==> src/rtl/fnd_calc_scan.sv <==
// fnd_calc_scan -- sequential calculator with BCD conversion and a 4-digit
// time-multiplexed 7-segment display.
//
// A start pulse in IDLE captures A/B/Sel and computes a WIDTH+1 bit magnitude
// plus a sign flag. A shift-add-3 (double dabble) engine then converts it to
// four BCD digits, one bit per cycle. When it finishes, the digits are loaded
// into the display registers. A free-running refresh counter scans the four
// digits independently of the calculation.
//
// Parameters:
//   WIDTH        operand width (4..9)
//   REFRESH_DIV  cycles each digit stays enabled (>= 2)
// Ports:
//   i_clk, i_reset        clock, asynchronous active-high reset
//   i_A, i_B              unsigned operands
//   i_Sel                 00 add, 01 subtract (A-B), 10 AND, 11 OR
//   i_start               calculation request, honoured only in IDLE
//   o_busy                calculation in progress
//   o_done                one-cycle pulse when the display takes the result
//   o_FND_Digit           active-low one-hot digit enable, bit 0 = ones
//   o_FND_Font            active-low segments {dp,g,f,e,d,c,b,a}
// Optional feature:
//   FND_LEADING_ZERO_BLANK_EN  blank leading zero digits (digit 0 never blank)
module fnd_calc_scan #(
  parameter int WIDTH       = 8,
  parameter int REFRESH_DIV = 100000
) (
  input  logic             i_clk,
  input  logic             i_reset,
  input  logic [WIDTH-1:0] i_A,
  input  logic [WIDTH-1:0] i_B,
  input  logic [1:0]       i_Sel,
  input  logic             i_start,
  output logic             o_busy,
  output logic             o_done,
  output logic [3:0]       o_FND_Digit,
  output logic [7:0]       o_FND_Font
);

  localparam int CW = $clog2(WIDTH + 2);
  localparam int RW = $clog2(REFRESH_DIV);

  typedef enum logic [1:0] {S_IDLE, S_CONVERT, S_DONE} state_t;

  state_t           state_q, state_d;
  logic [WIDTH:0]   mag_q, mag_d;
  logic             neg_q, neg_d;
  logic [15:0]      bcd_q, bcd_d;
  logic [CW-1:0]    bit_q, bit_d;
  logic             busy_q, busy_d;
  logic             done_q, done_d;
  logic [3:0][3:0]  disp_q, disp_d;
  logic             dneg_q, dneg_d;

  logic [RW-1:0]    refresh_q;
  logic [1:0]       idx_q;
  logic [7:0]       font_q, font_d;

  // ---------------------------------------------------------------- result
  logic [WIDTH:0] a_x, b_x, res;
  logic           res_neg;

  assign a_x = {1'b0, i_A};
  assign b_x = {1'b0, i_B};

  always_comb begin
    res     = '0;
    res_neg = 1'b0;
    case (i_Sel)
      2'b00: res = a_x + b_x;
      2'b01: begin
        // Sign-magnitude: subtract the smaller from the larger.
        if (i_A >= i_B) res = a_x - b_x;
        else begin
          res     = b_x - a_x;
          res_neg = 1'b1;
        end
      end
      2'b10: res = a_x & b_x;
      default: res = a_x | b_x;
    endcase
  end

  // ------------------------------------------------------- double dabble
  logic [15:0] bcd_adj;

  always_comb begin
    bcd_adj = bcd_q;
    for (int n = 0; n < 4; n++)
      if (bcd_q[n*4 +: 4] >= 4'd5) bcd_adj[n*4 +: 4] = bcd_q[n*4 +: 4] + 4'd3;
  end

  // ------------------------------------------------------------------ FSM
  always_ff @(posedge i_clk or posedge i_reset) begin
    if (i_reset) begin
      state_q <= S_IDLE;
      mag_q   <= '0;
      neg_q   <= 1'b0;
      bcd_q   <= '0;
      bit_q   <= '0;
      busy_q  <= 1'b0;
      done_q  <= 1'b0;
      disp_q  <= '0;
      dneg_q  <= 1'b0;
    end else begin
      state_q <= state_d;
      mag_q   <= mag_d;
      neg_q   <= neg_d;
      bcd_q   <= bcd_d;
      bit_q   <= bit_d;
      busy_q  <= busy_d;
      done_q  <= done_d;
      disp_q  <= disp_d;
      dneg_q  <= dneg_d;
    end
  end

  always_comb begin
    state_d = state_q;
    mag_d   = mag_q;
    neg_d   = neg_q;
    bcd_d   = bcd_q;
    bit_d   = bit_q;
    busy_d  = busy_q;
    done_d  = 1'b0;
    disp_d  = disp_q;
    dneg_d  = dneg_q;
    case (state_q)
      S_IDLE: begin
        if (i_start) begin
          mag_d   = res;
          neg_d   = res_neg;
          bcd_d   = '0;
          bit_d   = '0;
          busy_d  = 1'b1;
          state_d = S_CONVERT;
        end
      end
      S_CONVERT: begin
        bcd_d = {bcd_adj[14:0], mag_q[WIDTH]};
        mag_d = {mag_q[WIDTH-1:0], 1'b0};
        bit_d = bit_q + 1'b1;
        // bit_q counts completed steps; this edge performs step WIDTH+1.
        if (bit_q == CW'(WIDTH)) state_d = S_DONE;
      end
      S_DONE: begin
        disp_d  = bcd_q;
        dneg_d  = neg_q;
        done_d  = 1'b1;
        busy_d  = 1'b0;
        state_d = S_IDLE;
      end
      default: state_d = S_IDLE;
    endcase
  end

  assign o_busy = busy_q;
  assign o_done = done_q;

  // --------------------------------------------------------- display scan
  function automatic logic [7:0] seg7(input logic [3:0] d);
    case (d)
      4'd0: seg7 = 8'hC0;
      4'd1: seg7 = 8'hF9;
      4'd2: seg7 = 8'hA4;
      4'd3: seg7 = 8'hB0;
      4'd4: seg7 = 8'h99;
      4'd5: seg7 = 8'h92;
      4'd6: seg7 = 8'h82;
      4'd7: seg7 = 8'hF8;
      4'd8: seg7 = 8'h80;
      4'd9: seg7 = 8'h90;
      default: seg7 = 8'hFF;
    endcase
  endfunction

  logic blank;

`ifdef FND_LEADING_ZERO_BLANK_EN
  // A digit is blank when it and every digit above it are zero.
  always_comb begin
    blank = 1'b0;
    case (idx_q)
      2'd1: blank = (disp_q[3] == 4'd0) && (disp_q[2] == 4'd0) && (disp_q[1] == 4'd0);
      2'd2: blank = (disp_q[3] == 4'd0) && (disp_q[2] == 4'd0);
      2'd3: blank = (disp_q[3] == 4'd0);
      default: blank = 1'b0;
    endcase
  end
`else
  assign blank = 1'b0;
`endif

  always_comb begin
    if (idx_q == 2'd3 && dneg_q) font_d = 8'hBF;
    else if (blank)              font_d = 8'hFF;
    else                         font_d = seg7(disp_q[idx_q]);
  end

  always_ff @(posedge i_clk or posedge i_reset) begin
    if (i_reset) begin
      refresh_q <= '0;
      idx_q     <= 2'd0;
      font_q    <= 8'hC0;
    end else begin
      font_q <= font_d;
      if (refresh_q == RW'(REFRESH_DIV - 1)) begin
        refresh_q <= '0;
        idx_q     <= idx_q + 2'd1;
      end else begin
        refresh_q <= refresh_q + 1'b1;
      end
    end
  end

  assign o_FND_Digit = ~(4'b0001 << idx_q);
  assign o_FND_Font  = font_q;

endmodule

==> config.mk <==
export PLATFORM = sky130hd
export DESIGN_NAME = fnd_calc_scan
export DESIGN_NICKNAME = d
export VERILOG_FILES = /design/src/rtl/fnd_calc_scan.sv
export SDC_FILE = /design/constraint.sdc
export NUM_CORES = 1
export LEC_CHECK = 0
export CAP_MARGIN = 20
export CORE_ASPECT_RATIO = 2
export CORE_MARGIN = 4
export CORE_UTILIZATION = 50
export DETAILED_ROUTE_END_ITERATION = 6
export HOLD_SLACK_MARGIN = 0.12
export PLACE_DENSITY = 0.66
export SYNTH_ARGS = -nofsm -noshare
export SYNTH_HDL_FRONTEND = slang
export SYNTH_SLANG_ARGS = --single-unit
==> constraint.sdc <==
create_clock -name i_clk -period 3.1 [get_ports i_clk]
set_input_delay 0.62 -clock i_clk [delete_from_list [all_inputs] [get_ports i_clk]]
set_output_delay 0.62 -clock i_clk [all_outputs]
set_load 0.01 [all_outputs]
## After elaboration in Yosys (flattened, before gate mapping)

Memories as Yosys holds them, arrays and structs flattened.
Index checks and enable logic that the tools add are counted.

- Bits of input ports: 21
- Bits in registers: 78
- Output and inout port bits: 14
- ROM bits: 112
- Memories: 1

Memory list:

| name | depth | width | rd ports | clocked after memory_dff | wr ports | RTL line | source |
|---|---|---|---|---|---|---|---|
| (name not given) | 16 | 7 | 1 | 0 | 0 | 162 | `case (d)` |

- Equal/unequal tests: 9
- Mux-type cells: 24
- Magnitude comparators: 6
- Add/subtract/negate cells: 10
- Bitwise logic cells: 3
- Reduce and logical (&&, ||, !) cells: 9
- Shift operators: 1

Operators by type and width:

| kind | count |
|---|---|
| $pmux W16 S2 | 1 |
| $pmux W9 S3 | 1 |
| $mux W4 | 5 |
| $mux W9 | 2 |
| $pmux W9 S2 | 1 |
| $sub A8 B8 Y9 | 2 |
| $add A17 B1 Y17 const B | 1 |
| $eq A17 B17 Y1 const B | 1 |
| $mux W17 | 1 |
| $ge A4 B3 Y1 const B | 4 |
| $mux W16 | 1 |
| $add A4 B2 Y4 const B | 3 |
| $add A8 B8 Y9 | 1 |
| $and A8 B8 Y8 | 1 |
| $bmux W4 S2 | 1 |
| $ge A8 B8 Y1 | 1 |
| $mux W8 | 1 |
| $or A8 B8 Y8 | 1 |
| $pmux W4 S2 | 1 |
| $reduce_and A2 Y1 | 4 |
| $eq A2 B2 Y1 const B | 3 |
| $add A4 B1 Y4 const B | 1 |
| $eq A2 B1 Y1 const B | 2 |
| $eq A4 B4 Y1 const B | 1 |
| other kinds (14) | 21 |

## Depth between registers and ports, before layout

- Depth after elaboration: 5
- Gate-level depth with buffers: 10
- Depth with buffers taken out: 10

## Least setup slack after synthesis

Ideal clock, no wire load.

- Path type: input to register
- From: input port i_A[3]
- To: register mag_q[4]
- Data arrival time: 2845 ps
- Setup time: 66 ps
- Path slack: 189 ps
- Stages on the path: 10
- Cells stage by stage: inv_1 -> ha_1 -> buf_2 -> or3_2 -> o2111ai_2 -> or4_4 -> buf_6 -> a221o_1 -> or4_1 -> nand2_1

- Longest elaborated chain between the ends: 5

Ends and longest elaborated chain:

| what | RTL line | source |
|---|---|---|
| start, declared | 30 | `input logic [WIDTH-1:0] i_A,` |
| $sub A8 B8 Y9 (tied with other cells) | 75 | `res = b_x - a_x;` |
| $mux W9 | 73 | `if (i_A >= i_B) res = a_x - b_x;` |
| $pmux W9 S3 * | 69 | `case (i_Sel)` |
| $mux W9 * | 130 | `if (i_start) begin` |
| $pmux W9 S2 * | 128 | `case (state_q)` |
| end signal, assigned | 107 | `mag_q <= mag_d;` |
| end, declared | 46 | `logic [WIDTH:0] mag_q, mag_d;` |

Every way passes the cells marked *; elsewhere a longest branch is shown, timed or not. The select of a mux whose other input is x is not followed.
A chain may end at the register's enable or synchronous reset.

## Worst setup path after layout

- From: input port i_A[0]
- To: register mag_q[4]

The elaborated chain is that of the path after synthesis.

==> impl_results.md <==
- Synthesized area: about 0.0052 mm²
- Met1 wire length: around 4300 µm
- CTS tree: done
- Top routing layer used: met4
- Yosys reg bits: 77
- Synth top cells by count: dfrtp_1 (76), ha_1 (52), inv_1 (52)
- Total power: 4.19 mW
- Gate Count Post-Synth: roughly 570
- IO Count: 35
- Final Instance Area: ~0.0065 mm²
- Leakage dissipation: 3.04 nW
- Status: complete, no violations
- Yosys top cell by area: dfrtp_1
- DIE WIDTH: ~80 µm
- Largest net degree at the start of global routing: a little under 80
- Worst Path Arrival: roughly 3200 ps
- DIE HEIGHT: approximately 150 µm
- Mapped Avg Cell Area: between 9 and 10 µm²
- Vias in the first global route: 4,581
- CP max stage cell: or4_4
- Pin slew with the least headroom to its limit: roughly 840 ps
- DRC Markers: 0
- TritonCTS Buffers: 9
- Final period util: between 90% and 100%
- DIE AREA: between 0.01 and 0.015 mm²
- Cell with the most instances after synthesis: dfrtp_1
- Final hold slack: roughly 470 ps
- FF+latch area: ~0.0019 mm²
- Total GRT Usage: roughly 22%
- N_diodes: 0
- Final setup fails: 0
- CTS root buf: clkbuf_16
- Setup CP Type: primary input to flip-flop
- DR WL met3: about 260 µm
- Post-DP HPWL: a little over 10,000 µm
- Peak supply drop: ~0.31 mV
- Core box area: about 0.010 mm²
- Synth warnings: 0
- Final WL: between 10,000 and 15,000 µm
- Clk buf depth: 2
- Via count: between 4k and 5k
- Top-area cell type share of the netlist area: 36.4%
- Crit end category: flip-flop
- Initial antenna violation count: 0
- CTS Sinks: 77
- Met2 WL: 7470 µm
- # port buffers: 33
- Final-stage net count: roughly 740
- GP Congestion: between 0.9 and 1
- Critical path's top delay family: simple AND/OR/NAND/NOR gates
- Slew Limit Fails: 0
- Cell variety after synth: 65
- Placed Cells: 786
- Worst-path clk slew: ~60 ps
- FP Rows: between 50 and 60
- Initial Utilization: between 50% and 60%
- Slew margin rel.: around 44%
- CP peak stage delay: ~530 ps
- Synth Flop Type: dfrtp_1
- Most frequent CP cell: or4_1
- Finished Layout Cells: about 800
- Post-synth EDFFs: 0
- Post-synth net total: about 650
- Fillcell total: a little under 900
- 1st-iter DRT viols: ~240
- Cell Area, Placed: around 0.0062 mm²
- Skew final: around 6.0 ps
- Area Growth Syn to Fin: 24.0%
- Crit path buffers/inverters: 2
- Max cap viols: 0
- Final Core Density: between 60 and 70%
- Final ANT Viol Nets: 0
- Critical Path RT: approximately 3400 ps
- PwrDens: 647 mW/mm²
- GR Overflow Total: 0
- Fmax: 0.338 GHz
- Hold Path Class: flip-flop to flip-flop
- Layout cells sized above 1: 16.6%
- Worst Path Max Fanout: 3
- CTS HTree Levels: 3
- # Post-CTS Setup Buffers: 0
- Final Hold Fails: 0
- Vias per cell: 5.57
- Area of the multi-input gates: 0.00301 mm²
- Avg WL per Cell: approximately 16 µm
- Top post-synthesis cells by area: dfrtp_1 (36%), ha_1 (12%), o21ai_0 (4.6%)
- Asr flop ratio synth: 100%
- DRT Pass-1 Iters: 6
- Clock Latency Late Sink: around 330 ps
- RSZ-0062 raised after global routing: false
- Sequential-to-total area share from yosys stat: ~37%
- First-pass GRT wire length: 21,100 µm
- Minimum clock period: just under 3000 ps
- Crit path cell chain: clkdlybuf4s50_1 -> inv_1 -> ha_1 -> or4_1 -> o2111ai_2 -> or4_4 -> a221o_1 -> or4_1 -> nand2_1
- Startpoint types: primary input
## path summary, 6_finish.rpt
check                             start             to  slack [ps]  cells after the start
setup / recovery                 i_A[0]       mag_q[4]         140                      9
hold / removal             refresh_q[4]   refresh_q[4]         470                      1
setup reg to reg             state_q[1]       mag_q[4]         960                      6
hold reg to reg            refresh_q[4]   refresh_q[4]         470                      1
max in group asynchronous       i_reset  o_FND_Font[6]        2040                      3
min in group asynchronous       i_reset         o_busy         700                      3
## through the flow
step                worst slack (ps)  setup TNS, ps
floorplan                        189              0
global placement                -181           -608
detailed placement              -210           -933
CTS                              126              0
global route                    41.0              0
finish                           141              0
## final cells by class
class	instances	share of cell area, %
Multi-Input combinational cell	419	46.4
Inverter	52	3.01
Tap cell	135	2.61
Sequential cell	77	29.7
Timing Repair Buffer	103	13.4
Clock inverter	3	0.656
Clock buffer	13	4.17
## state kept, by name, indices dropped and copies added (netlist names)
signal and count:
bit_q 4, mag_q 9, disp_q 16, neg_q 1
state_q 2, refresh_q 17, o_FND_Font 7, dneg_q 1
idx_q 2, bcd_q 16, o_busy 1, o_done 1
## worst register-to-register path: cells and delay by family (launching register included)
family,cells,cell delay [ps]
and+or+nand+nor,4,930
DFF,1,410
AOI/OAI and AO/OA,2,670
## what timing repair did
action,CTS,global route
hold buffers,0,0
endpoints found under the setup margin,0,1
hold endpoints to repair,0,0
gates resized for setup,0,2
## logic make-up (layout without fill, tap and decap cells)
kind of cell               after synthesis  count (layout)  share of synthesized area [%]
muxes                                   19              19                           4.83
and+or+nand+nor                        175             175                           16.7
DFF                                     77              77                           36.9
buffers and inverters                   75             171                           5.65
adders and majority gates               55              55                           13.6
xor gates and xnor gates                27              27                           4.52
AOI/OAI and AO/OA                      142             142                           17.7
other                                    1               1                         0.0717
## metal layers
| metal | vias up | track usage, % |
|---|---|---|
| met5 | - | 0 |
| met4 | 0 | 13.4 |
| met3 | 40 | 2.43 |
| met2 | 94 | 42.9 |
| met1 | 2149 | 20.3 |
| li1 | 2181 | - |
## power breakdown
| group | switching, mW | total [mW] | leakage [nW] | internal [mW] |
|---|---|---|---|---|
| Sequential | 0.210 | 1.50 | 1.01 | 1.29 |
| Combinational | 0.868 | 1.62 | 1.88 | 0.752 |
| Clock | 0.385 | 1.07 | 0.152 | 0.688 |
| Total | 1.46 | 4.19 | 3.04 | 2.73 |
## layout by cell type (no fill, tap or decap), types with 14 or more instances in the layout
cell type        count
clkdlybuf4s50_1     33
ha_1                52
a21oi_1             24
inv_1               51
nor2_1              48
nand2_1             40
nand3_1             17
dfrtp_1             76
nand2b_1            14
o21ai_0             48
buf_4               69
xnor2_1             19
Note: power is estimated with default switching activity, not from simulation.
